--- src/rtl/kme_unpack_pkg.sv ---
// Shared state type and sizing/slice helpers for the KME FIFO unpacker.
package kme_unpack_pkg;

  typedef enum logic [0:0] {
    StIdle = 1'b0,
    StSend = 1'b1
  } unpack_state_e;

  function automatic int unsigned num_words(input int unsigned in_width,
                                            input int unsigned out_width);
    return in_width / out_width;
  endfunction

  function automatic int unsigned idx_width(input int unsigned words);
    return (words > 2) ? $clog2(words) : 1;
  endfunction

  // Maps the emission index onto the physical slice number of the entry.
  function automatic int unsigned slice_sel(input int unsigned idx,
                                            input int unsigned words,
                                            input bit          msw_first);
    return msw_first ? (words - 1 - idx) : idx;
  endfunction

endpackage

--- src/rtl/kme_sat_counter.sv ---
// Saturating up-counter with synchronous clear; holds at all-ones.
module kme_sat_counter #(
  parameter int unsigned WIDTH = 16
) (
  input  logic             clk,
  input  logic             rst,
  input  logic             clr,
  input  logic             inc,
  output logic [WIDTH-1:0] cnt
);

  logic [WIDTH-1:0] cnt_q;

  always_ff @(posedge clk) begin
    if (rst || clr) begin
      cnt_q <= '0;
    end else if (inc && (cnt_q != {WIDTH{1'b1}})) begin
      cnt_q <= cnt_q + 1'b1;
    end
  end

  assign cnt = cnt_q;

endmodule

--- src/rtl/kme_fifo_unpacker.sv ---
// Pops wide KME FIFO entries and serialises them into OUT_WIDTH words under stall.
// Optional parity outputs are enabled by defining KME_FIFO_UNPACKER_PARITY_EN.
module kme_fifo_unpacker
  import kme_unpack_pkg::*;
#(
  parameter int unsigned IN_WIDTH  = 96,
  parameter int unsigned OUT_WIDTH = 32,
  parameter bit          MSW_FIRST = 1'b0,
  parameter int unsigned CNT_WIDTH = 16
) (
  input  logic                 clk,
  input  logic                 rst,
  input  logic [IN_WIDTH-1:0]  fifo_out,
  input  logic                 fifo_out_valid,
  output logic                 fifo_out_ack,
  output logic [OUT_WIDTH-1:0] word_out,
  output logic                 word_valid,
  output logic                 word_first,
  output logic                 word_last,
  input  logic                 word_stall,
  output logic                 busy,
  output logic [CNT_WIDTH-1:0] entry_cnt
`ifdef KME_FIFO_UNPACKER_PARITY_EN
  ,
  output logic                 word_par,
  output logic [7:0]           par_err_cnt
`endif
);

  localparam int unsigned NUM_WORDS = num_words(IN_WIDTH, OUT_WIDTH);
  localparam int unsigned IDX_W     = idx_width(NUM_WORDS);
  localparam logic [IDX_W-1:0] LAST_IDX = IDX_W'(NUM_WORDS - 1);

  if ((OUT_WIDTH == 0) || (IN_WIDTH < OUT_WIDTH) || ((IN_WIDTH % OUT_WIDTH) != 0))
  begin : g_width_check
    $error("IN_WIDTH must be a non-zero integer multiple of OUT_WIDTH");
  end

  unpack_state_e        state_q, state_d;
  logic [IDX_W-1:0]     idx_q, idx_d;
  logic [IN_WIDTH-1:0]  hold_q, hold_d;
  logic                 accept;
  logic                 is_last;
  logic [IDX_W-1:0]     sel;
  logic [OUT_WIDTH-1:0] slices [NUM_WORDS];

  for (genvar i = 0; i < NUM_WORDS; i++) begin : g_slice
    assign slices[i] = hold_q[i*OUT_WIDTH +: OUT_WIDTH];
  end

  always_comb begin
    state_d      = state_q;
    idx_d        = idx_q;
    hold_d       = hold_q;
    busy         = (state_q == StSend);
    word_valid   = busy;
    accept       = word_valid & ~word_stall;
    is_last      = (idx_q == LAST_IDX);
    fifo_out_ack = fifo_out_valid & ~rst & ((state_q == StIdle) | (accept & is_last));
    sel          = IDX_W'(slice_sel(32'(idx_q), NUM_WORDS, MSW_FIRST));
    word_out     = busy ? slices[sel] : '0;
    word_first   = word_valid & (idx_q == '0);
    word_last    = word_valid & is_last;

    unique case (state_q)
      StIdle: begin
        if (fifo_out_valid) begin
          hold_d  = fifo_out;
          idx_d   = '0;
          state_d = StSend;
        end
      end
      StSend: begin
        if (accept) begin
          if (!is_last) begin
            idx_d = idx_q + 1'b1;
          end else if (fifo_out_valid) begin
            // Back-to-back reload keeps the output stream bubble-free.
            hold_d = fifo_out;
            idx_d  = '0;
          end else begin
            idx_d   = '0;
            state_d = StIdle;
          end
        end
      end
      default: state_d = StIdle;
    endcase
  end

  always_ff @(posedge clk) begin
    if (rst) begin
      state_q <= StIdle;
      idx_q   <= '0;
      hold_q  <= '0;
    end else begin
      state_q <= state_d;
      idx_q   <= idx_d;
      hold_q  <= hold_d;
    end
  end

  kme_sat_counter #(
    .WIDTH (CNT_WIDTH)
  ) u_entry_cnt (
    .clk (clk),
    .rst (rst),
    .clr (1'b0),
    .inc (accept & is_last),
    .cnt (entry_cnt)
  );

`ifdef KME_FIFO_UNPACKER_PARITY_EN
  assign word_par = ^word_out;

  // Bit 0 of the top slice is a debug parity-inject marker.
  kme_sat_counter #(
    .WIDTH (8)
  ) u_par_err_cnt (
    .clk (clk),
    .rst (rst),
    .clr (1'b0),
    .inc (accept & hold_q[IN_WIDTH-OUT_WIDTH]),
    .cnt (par_err_cnt)
  );
`endif

endmodule

--- config.mk ---
export PLATFORM = sky130hd
export DESIGN_NAME = kme_fifo_unpacker
export DESIGN_NICKNAME = d
export VERILOG_FILES = /design/src/rtl/kme_unpack_pkg.sv /design/src/rtl/kme_sat_counter.sv /design/src/rtl/kme_fifo_unpacker.sv
export SDC_FILE = /design/constraint.sdc
export NUM_CORES = 1
export LEC_CHECK = 0
export CORE_UTILIZATION = 57
export DETAILED_ROUTE_END_ITERATION = 10
export DONT_BUFFER_PORTS = 1
export PLACE_DENSITY_LB_ADDON = 0.2
export RECOVER_POWER = 100
export SYNTH_ARGS = -nofsm -noshare
export SYNTH_HDL_FRONTEND = slang
export SYNTH_SLANG_ARGS = --single-unit
--- constraint.sdc ---
create_clock -name clk -period 1.95 [get_ports clk]
set_input_delay 0.4875 -clock clk [delete_from_list [all_inputs] [get_ports clk]]
set_output_delay 0.4875 -clock clk [all_outputs]
set_load 0.02 [all_outputs]
==> results of run 1 <==
-- sequential cells by signal, indices dropped and copies added, names as in the netlist --
| register | cells |
|---|---|
| u_entry_cnt.cnt | 16 |
| idx_q | 2 |
| hold_q | 96 |
| busy | 1 |
-- cell families (layout without fill, tap and decap cells) --
logic type | Yosys count | in the layout | share of synthesized area, %
simple gates | 312 | 312 | 26.2
compound gates | 164 | 164 | 16.9
flops | 115 | 115 | 45.3
buf+inv | 55 | 87 | 5.02
mux | 32 | 32 | 6.30
fa+ha+maj | 1 | 1 | 0.246
-- synthesized netlist by cell type (3+ instances only) --
cell type | instances | share of area, %
o31ai_1 | 6 | 0.89
nand4_1 | 3 | 0.37
dfxtp_1 | 115 | 45
nor3_1 | 4 | 0.39
buf_4 | 6 | 0.89
a21oi_1 | 144 | 14
or3_1 | 6 | 0.74
or4_1 | 6 | 0.89
o21ai_0 | 7 | 0.69
nor2_1 | 70 | 5.2
nand3_1 | 7 | 0.69
buf_2 | 15 | 1.5
clkbuf_1 | 28 | 2.1
nand2_1 | 197 | 15
mux2i_1 | 32 | 6.3
-- through the flow --
stage / setup TNS [ns] / hold WS [ns]
after floorplan: -0.0197 / 0.436
after global placement: 0 / 0.435
after detailed placement: 0 / 0.440
after CTS: -7.31 / 0.0375
after global routing: -10.11 / 0.0302
final: -7.43 / 0.0471
-- area by class of cell --
| type | count | area share [%] |
|---|---|---|
| well taps | 108 | 2.10 |
| clock buffers | 21 | 7.12 |
| inverters | 3 | 0.194 |
| flip-flops and latches | 115 | 35.8 |
| multi-input cells | 509 | 43.6 |
| repair buffers | 54 | 8.81 |
| clock inverters | 9 | 2.39 |
-- power by group --
group | internal [W] | total, W | switching (W)
sequential | 0.00247 | 0.00253 | 0.0000657
combinational | 0.000201 | 0.000537 | 0.000336
clock | 0.00216 | 0.00320 | 0.00104
total | 0.00483 | 0.00627 | 0.00144
-- metal layers --
layer	share of wire [%]	global-route usage [%]	vias up
met3	7.5	8.92	14
met1	40	32.8	2205
met4	1.2	11.3	0
met2	51	47.2	169
li1	-	-	2318
met5	0	0	-
-- worst paths after layout --
path	start	end	slack (ns)
hold / removal	rst	hold_q[76]	0.05
setup reg to reg	idx_q[1]	u_entry_cnt.cnt[9]	0.15
hold reg to reg	hold_q[14]	hold_q[14]	0.45
setup / recovery	idx_q[1]	word_out[30]	-0.29
-- worst max-delay path: cells and delay by family, from the launching register on --
kind,cells,cell delay [ns]
AND/OR/NAND/NOR,2,0.41
flip-flops,1,0.36
buffers and inverters,2,0.31
multiplexers,1,0.11
AO/OA/AOI/OAI,1,0.06
-- what timing repair did --
item,in CTS,in global routing
endpoints found under the setup margin,35,36
setup buffers,10,1
cloned,3,2
gates resized for setup,12,40
pin swaps,15,30
endpoints found under the hold margin,0,0
==> out/summary.txt, run 1 <==
Critical-path top delay cell = dfxtp_4
Period utilization = 115%
Tmin final = 2.24 ns
CORE AREA = 0.00868 mm²
Final std cells w/o fill = 819
Proportion of synthesized chip area in sequential cells = 45.3%
Avg Inst Size Synth = 7.49 µm²
TritonCTS clock tree = built
Worst EP required = 1.46 ns
Max-Cap Viols = 0
Routed len/inst = 16.4 µm
DRC violations left = 0
Die Y = 96.5 µm
Layout area overhead = 26.7%
Failing checks = negative setup slack
Critical-path cell list = buf_4 > clkbuf_16 > mux2i_1 > nor2_1 > a21oi_4 > nor2_4
CTS root buf = clkbuf_8
Most frequent cells in the layout = nand2_1, a21oi_1, dfxtp_1
Fin. max-slew vios = 0
Initial drt markers = 217
Min-Delay Path Depth = 1
Placed Cells incl. Taps = 773
Avg Vias per Cell = 5.75
I/O Pins = 153
Placer congestion estimate = 0.751
RSZ-0062 raised after global routing = yes
Post-Syn Instances = 679
Final setup violation count = 34
Highest clock rate = 447 MHz
Ant diodes = 0
Layout cells sized above 1 = 19.8%
Endpoint type of the worst setup path = output port
Final Hold Fails = 0
Crit Path Class = reg2out
Synthesis-stage register bit count = 115
CTS buffer count = 17
Routed WL = 13.4 mm
All-layer global routing usage = 28.0%
Total Nets Final = 801
Worst setup margin = -0.288 ns
DP HPWL = 8.22 mm
Crit path max fanout = 5
Worst hold path class = in2reg
Fill cells = 679
Die ar. = 0.00930 mm²
H-tree depth = 4
Crit path DAT = 1.75 ns
Design area = 0.00645 mm²
Peak VDD IR = 0.000613 V
Largest net degree at the start of global routing = 117
Pwr Density = 972 mW/mm²
DP Area = 0.00540 mm²
Post-synth EDFFs = 0
Leakage = 2.34 nW
Chip width = 96.5 µm
Register area = 0.00231 mm²
Top_reg_cell synth = dfxtp_1
TritonRoute pass-1 iters = 5
Row count = 34
Mapped cell area = 0.00509 mm²
Total congestion overflow = 0
Hold Buf Count CTS = 0
Max stage delay on crit path = 0.36 ns
Clock Latency Late Sink = 0.51 ns
Vias in the first global route = 4355
FF-to-FF path depth = 6
Clk slew on worst S/H paths = 0.06 ns
Ys async rst share = 0%
Initial antenna violation count = 0
Area occupied by multi-input gates = 0.00281 mm²
Mapped Nets = 780
CTS sink cnt = 115
PortBufs = 0
Total power = 0.00627 W
Pre-CTS WS = 0.165 ns
Maximum clock path buffer count = 2
Slew @ Worst Pin = 0.515 ns
Startpoint types = flip-flop
Status = complete, but fails checks
Max-slew headroom = 65.7%
Initial Util = 58.6%
Synthesis Warnings = 0
Fin Clk Skew = 0.00894 ns
Yosys cell types = 41
DR vias = 4706
First-pass GRT wire length = 19.9 mm
Core Util, Final = 74.3%
Leading cell type in the layout, fill and taps excluded = nand2_1
Routed Antenna Nets = 0
(Power assumes the default switching activity.)
==> inputs of run 2 (changes only) <==
--- a/config.mk
+++ b/config.mk
@@ -10,6 +10,7 @@
 export DONT_BUFFER_PORTS = 1
 export PLACE_DENSITY_LB_ADDON = 0.2
 export RECOVER_POWER = 100
+export SLEW_MARGIN = 20
 export SYNTH_ARGS = -nofsm -noshare
 export SYNTH_HDL_FRONTEND = slang
 export SYNTH_SLANG_ARGS = --single-unit
==> results of run 2 <==
The final DEF is identical to that of run 1; final timing and power are the same.
